[config.mk]
export PLATFORM = sky130hd
export DESIGN_NAME = apb_gpio_arbiter
export DESIGN_NICKNAME = d
export VERILOG_FILES = /design/src/rtl/apb_gpio_arbiter.sv
export SDC_FILE = /design/constraint.sdc
export NUM_CORES = 1
export LEC_CHECK = 0
export ABC_AREA = 1
export CORE_MARGIN = 4
export CORE_UTILIZATION = 42
export DETAILED_ROUTE_END_ITERATION = 8
export PLACE_DENSITY = 0.86
export SLEW_MARGIN = 20
export SYNTH_ARGS = -nofsm -noshare
export SYNTH_HDL_FRONTEND = slang
export SYNTH_SLANG_ARGS = --single-unit
[constraint.sdc]
create_clock -name PCLK -period 4.7 [get_ports PCLK]
set_input_delay 0.47 -clock PCLK [delete_from_list [all_inputs] [get_ports PCLK]]
set_output_delay 0.47 -clock PCLK [all_outputs]
set_load 0.01 [all_outputs]
[src/rtl/apb_gpio_arbiter.sv]
// Two-requester round-robin APB master sharing one APB slave (typically the GPIO port).
// Optional ACCESS-phase timeout is compiled in when APB_ARB_TIMEOUT_EN is defined.
module apb_gpio_arbiter #(
    parameter int unsigned AW             = 32,
    parameter int unsigned DW             = 32,
    parameter int unsigned TIMEOUT_CYCLES = 16
) (
    input  logic          PCLK,
    input  logic          PRESET,
    input  logic          req0,
    input  logic          req1,
    input  logic [AW-1:0] addr0,
    input  logic [AW-1:0] addr1,
    input  logic          write0,
    input  logic          write1,
    input  logic [DW-1:0] wdata0,
    input  logic [DW-1:0] wdata1,
    output logic          ack0,
    output logic          ack1,
    output logic [DW-1:0] rdata0,
    output logic [DW-1:0] rdata1,
    output logic          err0,
    output logic          err1,
    output logic          PSEL,
    output logic          PENABLE,
    output logic          PWRITE,
    output logic [AW-1:0] PADDR,
    output logic [DW-1:0] PWDATA,
    input  logic          PREADY,
    input  logic [DW-1:0] PRDATA,
    output logic          busy
);

    typedef enum logic [1:0] {
        IDLE   = 2'd0,
        SETUP  = 2'd1,
        ACCESS = 2'd2,
        DONE   = 2'd3
    } state_t;

    state_t        state;
    state_t        state_nxt;
    logic          owner;
    logic          owner_nxt;
    logic          last_grant;
    logic          last_grant_nxt;
    logic          win;
    logic          psel_nxt;
    logic          penable_nxt;
    logic          pwrite_nxt;
    logic          busy_nxt;
    logic          ack0_nxt;
    logic          ack1_nxt;
    logic [AW-1:0] paddr_nxt;
    logic [DW-1:0] pwdata_nxt;
    logic [DW-1:0] rdata0_nxt;
    logic [DW-1:0] rdata1_nxt;

    // A tie goes to the requester that did not win the previous grant.
    assign win = (req0 && req1) ? ~last_grant : req1;

    if (TIMEOUT_CYCLES == 0) begin : g_bad_cfg
        $error("apb_gpio_arbiter: TIMEOUT_CYCLES must be nonzero");
    end

`ifdef APB_ARB_TIMEOUT_EN
    localparam int unsigned CNT_W = $clog2(TIMEOUT_CYCLES + 1);

    logic [CNT_W-1:0] cnt;
    logic [CNT_W-1:0] cnt_nxt;
    logic             err0_nxt;
    logic             err1_nxt;
`else
    assign err0 = 1'b0;
    assign err1 = 1'b0;
`endif

    // Next-state and next-output decode.
    always_comb begin
        state_nxt      = state;
        owner_nxt      = owner;
        last_grant_nxt = last_grant;
        psel_nxt       = PSEL;
        penable_nxt    = PENABLE;
        pwrite_nxt     = PWRITE;
        paddr_nxt      = PADDR;
        pwdata_nxt     = PWDATA;
        rdata0_nxt     = rdata0;
        rdata1_nxt     = rdata1;
        ack0_nxt       = 1'b0;
        ack1_nxt       = 1'b0;
`ifdef APB_ARB_TIMEOUT_EN
        cnt_nxt        = cnt;
        err0_nxt       = err0;
        err1_nxt       = err1;
`endif
        case (state)
            IDLE: begin
                if (req0 || req1) begin
                    owner_nxt      = win;
                    last_grant_nxt = win;
                    paddr_nxt      = win ? addr1  : addr0;
                    pwrite_nxt     = win ? write1 : write0;
                    pwdata_nxt     = win ? wdata1 : wdata0;
                    psel_nxt       = 1'b1;
                    state_nxt      = SETUP;
                end
            end
            SETUP: begin
                penable_nxt = 1'b1;
                state_nxt   = ACCESS;
`ifdef APB_ARB_TIMEOUT_EN
                cnt_nxt     = '0;
`endif
            end
            ACCESS: begin
                if (PREADY) begin
                    psel_nxt    = 1'b0;
                    penable_nxt = 1'b0;
                    state_nxt   = DONE;
                    if (owner) begin
                        ack1_nxt = 1'b1;
                        if (!PWRITE) rdata1_nxt = PRDATA;
                    end else begin
                        ack0_nxt = 1'b1;
                        if (!PWRITE) rdata0_nxt = PRDATA;
                    end
`ifdef APB_ARB_TIMEOUT_EN
                    if (owner) err1_nxt = 1'b0;
                    else       err0_nxt = 1'b0;
                end else if (cnt == CNT_W'(TIMEOUT_CYCLES - 1)) begin
                    psel_nxt    = 1'b0;
                    penable_nxt = 1'b0;
                    state_nxt   = DONE;
                    if (owner) begin
                        ack1_nxt   = 1'b1;
                        rdata1_nxt = DW'(32'hDEADBEEF);
                        err1_nxt   = 1'b1;
                    end else begin
                        ack0_nxt   = 1'b1;
                        rdata0_nxt = DW'(32'hDEADBEEF);
                        err0_nxt   = 1'b1;
                    end
                end else begin
                    cnt_nxt = cnt + CNT_W'(1);
`endif
                end
            end
            DONE: begin
                state_nxt = IDLE;
            end
            default: begin
                state_nxt = IDLE;
            end
        endcase
        busy_nxt = (state_nxt != IDLE);
    end

    always_ff @(posedge PCLK or posedge PRESET) begin
        if (PRESET) begin
            state      <= IDLE;
            owner      <= 1'b0;
            last_grant <= 1'b1;
            PSEL       <= 1'b0;
            PENABLE    <= 1'b0;
            PWRITE     <= 1'b0;
            PADDR      <= '0;
            PWDATA     <= '0;
            rdata0     <= '0;
            rdata1     <= '0;
            ack0       <= 1'b0;
            ack1       <= 1'b0;
            busy       <= 1'b0;
`ifdef APB_ARB_TIMEOUT_EN
            cnt        <= '0;
            err0       <= 1'b0;
            err1       <= 1'b0;
`endif
        end else begin
            state      <= state_nxt;
            owner      <= owner_nxt;
            last_grant <= last_grant_nxt;
            PSEL       <= psel_nxt;
            PENABLE    <= penable_nxt;
            PWRITE     <= pwrite_nxt;
            PADDR      <= paddr_nxt;
            PWDATA     <= pwdata_nxt;
            rdata0     <= rdata0_nxt;
            rdata1     <= rdata1_nxt;
            ack0       <= ack0_nxt;
            ack1       <= ack1_nxt;
            busy       <= busy_nxt;
`ifdef APB_ARB_TIMEOUT_EN
            cnt        <= cnt_nxt;
            err0       <= err0_nxt;
            err1       <= err1_nxt;
`endif
        end
    end

endmodule

==> impl_metrics.tcl <==
set metrics [dict create \
    status "finished clean" \
    antenna_found_initial 0 \
    viasPerCell 4.75 \
    routabilityCongestion 0.812 \
    synth.most_common_cell "nand2_1" \
    whs_ns 0.397 \
    drive_above_1_share_pct 4.12 \
    synth-adder-area-share_pct 0.963 \
    path_buf_inv 1 \
    rsz0062_at_grt "no" \
    grt_pass1_wl_um 31400 \
    routed_wl_um 20000 \
    dp_hpwl_um 14200 \
    fin_crit_sh_pct 48.6 \
    setup_slack_ns 2.41 \
    synthSimpleGateAreaFrac_pct 27.1 \
    synth-compound-area-share_pct 5.01 \
    worst_pin_slew_ns 1.07 \
    ys_warn_count 0 \
    setup_viol_count_final 0 \
    die_h_um 132 \
    critPathMaxStageDelay_ns 0.83 \
    area_growth_pct 56.6 \
    dp_slack_ns 2.15 \
    drt.antenna.violating_nets 0 \
    worstPathRequired_ns 4.99 \
    synth_edf_count 0 \
    synth_flop_cell "dfrtp_1" \
    grt_pass1_vias 6052 \
    grt_max_degree 111 \
    path_max_fanout 64 \
    worstSetupEndpointType "register" \
    syn_area_per_cell_um2 7.64 \
    post_cts_buffers 0 \
    synth_top_family_by_area "simple AND/OR/NAND/NOR gates" \
    grt_use_total_pct 22.3 \
    path_class "register to register" \
    powerDensity_nw_per_um2 605 \
    vias 6318 \
    cts_buffers 17 \
    root_buffer "clkbuf_16" \
    clk_path_buf_depth 2 \
    hold_buffers 0 \
    synth-xor-area-share_pct 0 \
    fin_skew_ns 0.00906 \
    wire_per_inst_um 15.0 \
    finalNetCount 1300 \
    crit_family "simple AND/OR/NAND/NOR gates" \
    hold_viol_final 0 \
    drc 0 \
    path_clk_slew_ns 0.06 \
    slowest_stage "nand3_2" \
    synth_top_cell_area_share_pct 52.8 \
    total_power_uw 6160 \
    pin_count 303 \
    htreeDepth 4 \
    cp.arrival_ns 2.57 \
    ys_async_sr_fraction_pct 100 \
    clkSinkCount 138 \
    synthMuxAreaShare_pct 0 \
    die_width_um 132 \
    p_int_uw 3950 \
    die-area_um2 17500 \
    setup_tns_ns 0 \
    p_sw_uw 2200 \
    power.share.clock_pct 21.4 \
    clkLatencyLatePin_ns 0.42 \
    core_area_um2 15200 \
    synth_area_leaders "dfrtp_1 53%, nand2_1 16%, nand3_1 10%, inv_1 9.9%, o21ai_0 5.0%" \
    power_frac_seq_pct 33.8 \
    path_cells "inv_1 > ha_1 > nand3_2 > o21ai_0" \
    vdd_drop_max_mv 0.319 \
    grt_remaining_overflow 0 \
    synthDistinctLibCells 17 \
    yosysTopAreaCell "dfrtp_1" \
    fmax_mhz 437 \
    fin_util_pct 66.9 \
    cts_tree "built" \
    port_buffers 300 \
    cts_resized 0 \
    swShare_pct 35.8 \
    antenna_cells 0 \
    ys_ff_latch 138 \
    drtPass1Iterations 5 \
    drtIter0Drc 312 \
    start_util_pct 42.7 \
    rows 45 \
    maxCapViolations 0 \
    p_leak_uw 0.00529 \
    synth_common_cells "278 x nand2_1, 171 x inv_1, 137 x dfrtp_1" \
    pwr-share-comb_pct 44.8 \
    cp-start-kind "register" \
    drv_slew 0 \
    finalCriticalPeriod_ns 2.29 \
    max_slew_margin_pct 28.5 \
    netlist_instances 850 \
    hold_path.class "primary input to async pin" \
    netlist_area_um2 6500 \
    ys_seq_area_share_pct 53.2 \
]
-- flip-flops by register name (all words and copies together) (netlist names) --
signal	flops
busy	1
ack0	1
owner	1
PWDATA	32
rdata0	32
PENABLE	1
ack1	1
PADDR	32
PSEL	1
PWRITE	1
last_grant	1
rdata1	32
state	2
-- cells by family (layout without fill, tap and decap cells) --
kind of cell | count (synthesis) | count (layout)
buffers and inverters | 221 | 511
adders and majority gates | 5 | 5
DFF | 138 | 138
AOI/OAI and AO/OA | 65 | 65
and+or+nand+nor | 420 | 420
other | 1 | 2
-- area by class of cell --
| cell class | count | area (µm²) |
|---|---|---|
| clock inverters | 13 | 144 |
| flip-flops and latches | 138 | 3450 |
| repair buffers | 307 | 3070 |
| multi-input cells | 492 | 2180 |
| fillers | 1287 | 5030 |
| clock buffers | 19 | 443 |
| well taps | 188 | 235 |
| inverters | 172 | 651 |
-- worst paths after layout --
check	from	to	slack, ns	cells past startpoint
setup / recovery	state[0]$_DFF_PP0_	rdata0[18]$_DFFE_PP0P_	2.41	4
hold / removal	PRESET	rdata0[24]$_DFFE_PP0P_	0.40	2
setup reg to reg	state[0]$_DFF_PP0_	rdata0[18]$_DFFE_PP0P_	2.41	4
hold reg to reg	PSEL$_DFFE_PP0P_	PSEL$_DFFE_PP0P_	0.47	2
max in group asynchronous	PRESET	PADDR[14]$_DFFE_PP0P_	3.16	4
min in group PCLK	PSEL$_DFFE_PP0P_	PSEL$_DFFE_PP0P_	0.47	2
-- routing by layer --
layer	global-route usage, %	routed length (µm)	vias to the layer above
li1	-	-	3120
met1	26.6	7790	2900
met2	38.7	10200	251
met3	5.95	1370	47
met4	8.31	600	0
met5	0	0	-
-- per-stage QoR --
| stage | cells | area (µm²) |
|---|---|---|
| 2_1_floorplan | 851 | 6500 |
| 4_1_cts | 1328 | 10100 |
| 6_report | 1329 | 10200 |
| 5_1_grt | 1329 | 10200 |
| 3_5_place_dp | 1296 | 9560 |
| 3_3_place_gp | 1296 | 9560 |
-- layout by cell type (no fill, tap or decap) --
master	n
o21ai_0	65
nand2_4	1
dfrtp_1	137
nand4_2	1
dfstp_2	1
inv_1	170
buf_2	1
clkinv_4	3
clkbuf_8	1
bufinv_16	2
nand2_1	276
nand3_1	133
nand3b_1	2
inv_6	3
clkinvlp_4	4
ha_1	5
nor2_1	4
nand3_2	1
buf_4	6
clkbuf_16	17
inv_2	1
nand2_2	1
buf_16	1
conb_1	2
clkbuf_1	1
clkdlybuf4s50_1	299
nor2_4	1
clkinv_2	2
-- power groups by stage --
stage | sequential [µW] | clock [µW] | combinational, µW
6_report | 2080 | 1320 | 2760
5_1_grt | 2150 | 1400 | 3010
3_5_place_dp | 2090 | 0 | 2790
2_1_floorplan | 2310 | 0 | 988
4_1_cts | 2090 | 1350 | 2790
3_3_place_gp | 2070 | 0 | 2720
-- worst register-to-register path: cells and delay by family (launching register included) --
kind            cells  cell delay [ns]
simple gates        1             0.83
compound gates      1             0.56
flops               1             0.38
fa+ha+maj           1             0.23
buf+inv             1             0.18
Note: power is estimated with default switching activity, not from simulation.
